## src/rtl/load_counter_scheduler_pkg.sv

```systemverilog
// Shared definitions for the load counter scheduler: FSM state encoding
// and default sizing constants.
// Latency: n/a (definitions only). Backpressure: n/a.
package load_counter_scheduler_pkg;

  localparam int N_REQ_DEF = 4;
  localparam int CNT_W_DEF = 4;

  typedef enum logic [1:0] {
    IDLE = 2'd0,
    LOAD = 2'd1,
    RUN  = 2'd2,
    DONE = 2'd3
  } state_e;

endpackage

```

## src/rtl/load_counter_scheduler_rr_arbiter.sv

```systemverilog
// Round-robin selector: the first requester at or after ptr (wrapping) wins.
// Latency: purely combinational, 0 cycles. Backpressure: none; gnt is all-zero when req is zero.
// Ports: req (request vector), ptr (search start index), gnt (one-hot winner), idx (encoded winner).
module rr_arbiter #(
  parameter int N     = 4,
  parameter int IDX_W = (N > 1) ? $clog2(N) : 1
) (
  input  logic [N-1:0]     req,
  input  logic [IDX_W-1:0] ptr,
  output logic [N-1:0]     gnt,
  output logic [IDX_W-1:0] idx
);

  always_comb begin : search
    int         cand;
    logic       found;
    logic [IDX_W-1:0] cand_idx;
    gnt      = '0;
    idx      = '0;
    found    = 1'b0;
    cand     = 0;
    cand_idx = '0;
    for (int i = 0; i < N; i++) begin
      cand = int'(ptr) + i;
      if (cand >= N) cand = cand - N;
      cand_idx = IDX_W'(cand);
      // cand < N guards against an out-of-range ptr on non-power-of-two N.
      if (!found && (cand < N) && req[cand_idx]) begin
        found         = 1'b1;
        gnt[cand_idx] = 1'b1;
        idx           = cand_idx;
      end
    end
  end

endmodule

```

## src/rtl/load_counter_scheduler.sv

```systemverilog
// Time-shares one up-counter among N_REQ requesters: grant, load start value, count to all-ones, pulse done.
// Latency: grant to done = 1 LOAD cycle + (2^CNT_W - start value) RUN cycles, then 1 DONE cycle and 1 IDLE cycle.
// Backpressure: a requester holds req_i high for its slot; dropping it during RUN abandons the slot without done.
// Ports: req_i/val_i per-requester request and start value; grant_o one-hot owner; done_o completion pulse;
//        busy_o high outside IDLE; count_o shared counter value.
module load_counter_scheduler
  import load_counter_scheduler_pkg::*;
#(
  parameter int N_REQ = N_REQ_DEF,
  parameter int CNT_W = CNT_W_DEF
) (
  input  logic                   clk,
  input  logic                   reset,
  input  logic [N_REQ-1:0]       req_i,
  input  logic [N_REQ*CNT_W-1:0] val_i,
  output logic [N_REQ-1:0]       grant_o,
  output logic [N_REQ-1:0]       done_o,
  output logic                   busy_o,
  output logic [CNT_W-1:0]       count_o
);

  localparam int IDX_W = (N_REQ > 1) ? $clog2(N_REQ) : 1;

  state_e             state_q, state_d;
  logic [IDX_W-1:0]   owner_q;
  logic [IDX_W-1:0]   ptr_q;
  logic [CNT_W-1:0]   val_q;
  logic [CNT_W-1:0]   count_q;

  logic [N_REQ-1:0]   arb_gnt;
  logic [IDX_W-1:0]   arb_idx;
  logic               arb_any;
  logic [CNT_W-1:0]   val_arr [N_REQ];
  logic [N_REQ-1:0]   owner_onehot;
  logic [IDX_W-1:0]   owner_next;

  // Datapath enables produced by the FSM.
  logic               capture;
  logic               load_cnt;
  logic               inc_cnt;
  logic               adv_ptr;

  rr_arbiter #(
    .N     (N_REQ),
    .IDX_W (IDX_W)
  ) u_arb (
    .req (req_i),
    .ptr (ptr_q),
    .gnt (arb_gnt),
    .idx (arb_idx)
  );

  assign arb_any = |arb_gnt;

  always_comb begin
    for (int k = 0; k < N_REQ; k++) begin
      val_arr[k] = val_i[k*CNT_W +: CNT_W];
    end
  end

  assign owner_onehot = N_REQ'(1) << owner_q;
  assign owner_next   = (owner_q == IDX_W'(N_REQ - 1)) ? '0 : owner_q + IDX_W'(1);

  always_ff @(posedge clk or posedge reset) begin
    if (reset) state_q <= IDLE;
    else       state_q <= state_d;
  end

  always_comb begin
    state_d  = state_q;
    capture  = 1'b0;
    load_cnt = 1'b0;
    inc_cnt  = 1'b0;
    adv_ptr  = 1'b0;
    grant_o  = '0;
    done_o   = '0;
    busy_o   = 1'b1;
    unique case (state_q)
      IDLE: begin
        busy_o = 1'b0;
        if (arb_any) begin
          capture = 1'b1;
          state_d = LOAD;
        end
      end
      LOAD: begin
        // The owner's request is not looked at here; abort checking begins in RUN.
        grant_o  = owner_onehot;
        load_cnt = 1'b1;
        state_d  = RUN;
      end
      RUN: begin
        grant_o = owner_onehot;
        if (!req_i[owner_q]) begin
          // Abort wins over reaching all-ones in the same cycle.
          adv_ptr = 1'b1;
          state_d = IDLE;
        end else if (count_q == '1) begin
          state_d = DONE;
        end else begin
          inc_cnt = 1'b1;
        end
      end
      DONE: begin
        grant_o = owner_onehot;
        done_o  = owner_onehot;
        adv_ptr = 1'b1;
        state_d = IDLE;
      end
      default: begin
        state_d = IDLE;
      end
    endcase
  end

  always_ff @(posedge clk or posedge reset) begin
    if (reset) begin
      owner_q <= '0;
      ptr_q   <= '0;
      val_q   <= '0;
      count_q <= '0;
    end else begin
      if (capture) begin
        owner_q <= arb_idx;
        val_q   <= val_arr[arb_idx];
      end
      if (load_cnt)     count_q <= val_q;
      else if (inc_cnt) count_q <= count_q + CNT_W'(1);
      if (adv_ptr) ptr_q <= owner_next;
    end
  end

  assign count_o = count_q;

endmodule

```

## config.mk

```make
export PLATFORM = sky130hd
export DESIGN_NAME = load_counter_scheduler
export DESIGN_NICKNAME = d
export VERILOG_FILES = /design/src/rtl/load_counter_scheduler_pkg.sv /design/src/rtl/load_counter_scheduler_rr_arbiter.sv /design/src/rtl/load_counter_scheduler.sv
export SDC_FILE = /design/constraint.sdc
export NUM_CORES = 1
export LEC_CHECK = 0
export ABC_CLOCK_PERIOD_IN_PS = 3800
export BUFFER_PORTS_ARGS = -buffer_cell sky130_fd_sc_hd__buf_2
export CAP_MARGIN = 20
export CORE_MARGIN = 4
export CORE_UTILIZATION = 58
export DETAILED_ROUTE_END_ITERATION = 10
export PLACE_DENSITY = 0.92
export SKIP_LAST_GASP = 1
export SLEW_MARGIN = 10
export SYNTH_ARGS = -nofsm -noshare
export SYNTH_HDL_FRONTEND = slang
export SYNTH_SLANG_ARGS = --single-unit
```

## constraint.sdc

```tcl
create_clock -name clk -period 3.8 [get_ports clk]
set_input_delay 0.38 -clock clk [delete_from_list [all_inputs] [get_ports clk]]
set_output_delay 0.38 -clock clk [all_outputs]
set_load 0.01 [all_outputs]
```

After elaboration in Yosys (flattened, before gate mapping)
Cells that the tools add are included.

$add $sub $neg: 9. Reduce and logical (&&, ||, !) cells: 19. Equal/unequal tests: 7. Magnitude comparators: 18. Shift operators: 1. Multiplexer cells: 54. Bitwise logic cells: 4.

Operators with widths (number): $lt A32 B4 Y1 const B (4); $mux W32 (4); $ge A32 B4 Y1 const B (3); $sub A32 B4 Y32 const B (3); $mux W4 (10); $mux W1 (20); $mux W2 (8); $lt A2 B3 Y1 const B (5); $or A4 B4 Y4 (3); $logic_and A1 B1 Y1 (11); $bmux W1 S2 (5); $bmux W4 S2 (1); $demux W1 S2 (4); $ge A2 B1 Y1 const B (4); $pmux W2 S4 (1); $add A2 B2 Y3 const B (2); $eq A2 B2 Y1 const B (3); $add A4 B1 Y4 const B (1); $eq A4 B4 Y1 const B (1); $reduce_or A4 Y1 (1); $shl A1 B2 Y4 const A (1); $sub A2 B3 Y4 const B (1); $add A2 B1 Y3 const B (1); $ge A2 B3 Y1 const B (1); other kinds (12) (14).

Register bits: 14. Word-level logic and storage cells: 117. Output and inout bits: 13. Bits of input ports: 22.

Longest topological paths before layout
Word-level depth: 22. Mapped depth: 11. Depth with buffers taken out: 8.

Hierarchy
A second synthesis with hierarchy kept.

Cell total of the unflattened synthesis: 141. Area total of the unflattened synthesis: 1378.8 µm².

Modules (own cells, without submodules): load_counter_scheduler (cells each 84, instances 1, sequential area each 350.3 µm², area an instance 923.4 µm²); rr_arbiter (cells each 57, instances 1, sequential area each 0.0 µm², area an instance 455.4 µm²).

Worst setup path before layout
Ideal clock, no wire load.

Path type: register to register. Start point: reg ptr_q[0]. End point: reg val_q[2]. Path slack: 1.376 ns. Buffers on the path: 2. Arrival: 2.293 ns. Cell stages (with the launch flop): 11. Period minus slack after synthesis: 2.424 ns. Library setup time: 0.131 ns. Required time: 3.669 ns. Cells stage by stage: dfrtp_1 buf_6 inv_1 ha_1 mux4_2 nand2b_1 buf_6 nor2_1 a221o_1 a211oi_1 o31ai_1.

Longest elaborated chain between the ends: 22. Elaborated cells on any way between the ends: 78. Classes of those cells: add/sub: 7; order compare: 16; mux: 36; bitwise: 4; reduce/logical: 15.

Ends and longest elaborated chain: from (decl) (line load_counter_scheduler.sv:26) `logic [IDX_W-1:0] ptr_q;`; from (signal assigned) (line load_counter_scheduler.sv:129) `if (adv_ptr) ptr_q <= owner_next;`; parallel branches: the longest is 22 deep, another holds $sub A32 B4 Y32; to (signal assigned) (line load_counter_scheduler.sv:125) `val_q <= val_arr[arb_idx];`; to (decl) (line load_counter_scheduler.sv:27) `logic [CNT_W-1:0] val_q;`.

Parallel ways; which one is timed is not known. The select of a mux whose other input is x is not followed. A chain may end at the register's enable or synchronous reset.

Worst setup path in the final report
Start point: reg ptr_q[1]. End point: reg val_q[3].

Same word-level chain as after synthesis.

==> tab_implementation.tex <==
\begin{tabular}{lr}
\hline
Metric & Value \\
\hline
\multicolumn{2}{l}{\textbf{Power}} \\
Worst vdd ir & 0.000453 V \\
Power density relative to cell area & 792 nW/um\^{}2 \\
Static leakage power & 0.853 nW \\
\multicolumn{2}{l}{\textbf{Cells and area}} \\
Layout net count & 237 \\
Commonest cells after routing, fill and taps aside & 34 x buf\_2, 21 x nand2\_1, 14 x dfrtp\_1 \\
Area added between synthesis and finish & 13.4\% \\
Most common cell after layout, fill and taps aside & buf\_2 \\
Number of filler cells placed in the layout & 211 \\
Non-Filler Cell Area, Final & 1680 um\^{}2 \\
Diode insertion count for antenna repair & 0 \\
Layout Utilization & 0.685 \\
Layout cell share with drive strength beyond 1 & 0.246 \\
\multicolumn{2}{l}{\textbf{Timing}} \\
Final setup violating endpoints & 0 \\
Unrepaired setup endpoints after global routing & no \\
Worst Skew & 0.00131 ns \\
Final Hold Fails & 0 \\
Remaining max-slew budget at the tightest pin & 0.501 \\
Final worst path period share & 0.764 \\
Minimum clock period & 2.90 ns \\
Top achievable clock speed & 345 MHz \\
Total negative setup slack & 0 ns \\
Slew @ Worst Pin & 0.743 ns \\
Final number of max-transition violations & 0 \\
\multicolumn{2}{l}{\textbf{Critical path}} \\
Crit path kind & register to register \\
Type of origin of the critical path & register \\
Critical path peak fanout & 13 \\
Worst path arrival time & 3.08 ns \\
Type of destination of the critical path & register \\
CP required & 3.98 ns \\
\multicolumn{2}{l}{\textbf{Synthesis}} \\
Post-synthesis average cell area & 8.62 um\^{}2 \\
Synth area leaders & dfrtp\_1 24\%, ha\_1 9.3\%, mux2i\_1 6.8\% \\
Synthesized netlist net count & 205 \\
Post-synth top area cell & dfrtp\_1 \\
Most frequently used flop master after synthesis & dfrtp\_1 \\
Mapped cell area & 1480 um\^{}2 \\
Synth unique cells & 42 \\
Number of synthesized register bits & 14 \\
Async set or reset register ratio after synthesis & 1.00 \\
Sequential fraction of the synthesis area & 0.236 \\
Fraction of synthesized cell area taken by the top area cell type & 0.236 \\
EDFF count, synth & 0 \\
Mapped Cells & 172 \\
Yosys warns & 0 \\
\multicolumn{2}{l}{\textbf{GRT}} \\
Number of antenna violations at the first check in global routing & 0 \\
Number of global-route vias before repair & 1305 \\
Global-route usage over all layers & 0.206 \\
Wire length of the first global-routing pass & 5620 um \\
Global-route congestion overflow total & 0 \\
Maximum number of pins on one net before global-route repair & 31 \\
\multicolumn{2}{l}{\textbf{Clock network}} \\
Number of sinks on the clock net & 14 \\
\# Post-CTS Setup Buffers & 0 \\
Skew-Pair Late Insertion Delay & 0.28 ns \\
TritonCTS clock tree & done \\
Total clock buffers created by CTS & 3 \\
Max Buffers Root-to-Sink & 2 \\
CTS hold repair buffers & 0 \\
Post-CTS sizing & 0 \\
Clock root cell & clkbuf\_4 \\
H-tree Lvls & 1 \\
CTS clock-pin slew for the worst setup and hold paths & 0.09 ns \\
\multicolumn{2}{l}{\textbf{Detailed routing}} \\
Per-cell routed wire length & 14.7 um \\
Drc violations & 0 \\
Average vias per placed instance & 6.08 \\
Final wirelength & 3430 um \\
Initial detailed-routing violation count & 69 \\
First-pass iteration count of the detailed router & 4 \\
Post-route ant nets & 0 \\
Via Count & 1417 \\
\multicolumn{2}{l}{\textbf{Flow run}} \\
Reported max-cap violation count & 0 \\
\multicolumn{2}{l}{\textbf{Place}} \\
Instance area at placement & 1650 um\^{}2 \\
Routability cong. & 0.822 \\
DP Wirelength & 2680 um \\
Number of buffer cells added on primary ports & 34 \\
\multicolumn{2}{l}{\textbf{Worst hold path}} \\
Hold/Removal Path Class & input pin to asynchronous set/reset pin \\
\multicolumn{2}{l}{\textbf{Floorplanning}} \\
DIE AREA & 3430 um\^{}2 \\
Die height & 58.6 um \\
Core area & 2450 um\^{}2 \\
Total I/O pin count & 35 \\
Placement Rows & 18 \\
Initial standard-cell utilization of the core & 0.604 \\
Width of the chip & 58.6 um \\
\multicolumn{2}{l}{\textbf{Status}} \\
Outcome & completed \\
\hline
\end{tabular}
cells by family after synthesis:
family	synth area share
flip-flops	0.236
adder cells (fa/ha/maj)	0.0928
AO/OA/AOI/OAI	0.214
multiplexers	0.128
XOR/XNOR	0.0118
AND/OR/NAND/NOR	0.248
buffers and inverters	0.0684
metrics by stage:
step	setup slack [ns]	power (mW)	hold WS (ns)	std cells
after floorplan	1.38	1.03	0.269	172
after global placement	1.09	1.16	0.433	229
after detailed placement	0.952	1.22	0.450	229
after CTS	0.921	1.33	0.142	233
after global routing	0.639	1.46	0.165	233
final	0.898	1.33	0.128	233
flip-flops by register name, summed over array words and instances (netlist names):
name / count
count_o: 4
owner_q: 2
ptr_q: 2
state_q: 2
val_q: 4
where the power goes:
group,switching [mW],total (mW),internal [mW]
combinational,0.533,0.921,0.389
sequential,0.0757,0.301,0.225
clock,0.0502,0.108,0.0583
metal layers:
metal	vias up	wire length, um	share of wire	GRT usage
met3	6	201	0.059	0.0110
li1	699	-	-	-
met1	654	1470	0.43	0.257
met5	-	0	0	0
met2	58	1700	0.50	0.372
met4	0	55	0.016	0.0795
worst max-delay path: stages (launching register included):
cell      delay, ns
dfrtp_1        0.51
inv_1          0.12
ha_1           0.43
mux4_2         0.35
nand2b_1       0.40
nand3_4        0.20
a32oi_2        0.54
nand2_1        0.14
o31ai_1        0.11
Yosys cell counts, types with 2 or more instances:
master	count
nor4_1	5
a211oi_1	3
dfrtp_1	14
nor2b_1	4
a22o_1	4
nor3_1	3
and3_1	8
a221o_1	4
o31ai_1	4
clkbuf_1	2
xor2_1	2
nand3_1	2
and3b_1	2
nand3b_1	2
a21boi_0	2
nand2_1	21
ha_1	11
inv_1	13
nor3b_1	6
mux4_2	3
nor2_1	9
buf_2	3
mux2_2	2
a21oi_1	2
mux2i_1	10
o21a_1	2
o21ai_0	13
buf_6	2
cell type report:
type	count	area, um^2	share of cell area
Multi-Input combinational cell	137	1030	0.613
Sequential cell	14	350	0.208
Timing Repair Buffer	35	178	0.106
Inverter	13	48.8	0.0290
Tap cell	30	37.5	0.0223
Clock buffer	4	36.3	0.0216
worst paths after layout:
check / from / to / slack, ns / cells after the start
min in group clk: val_q[0] / val_q[0] / 0.48 / 2
worst max register to register: ptr_q[1] / val_q[3] / 0.90 / 8
worst max-delay path: ptr_q[1] / val_q[3] / 0.90 / 8
worst min-delay path: reset / count_o[2] / 0.13 / 2
worst min register to register: val_q[0] / val_q[0] / 0.48 / 2
max in group asynchronous: reset / count_o[3] / 3.31 / 2
(Power assumes the default switching activity.)
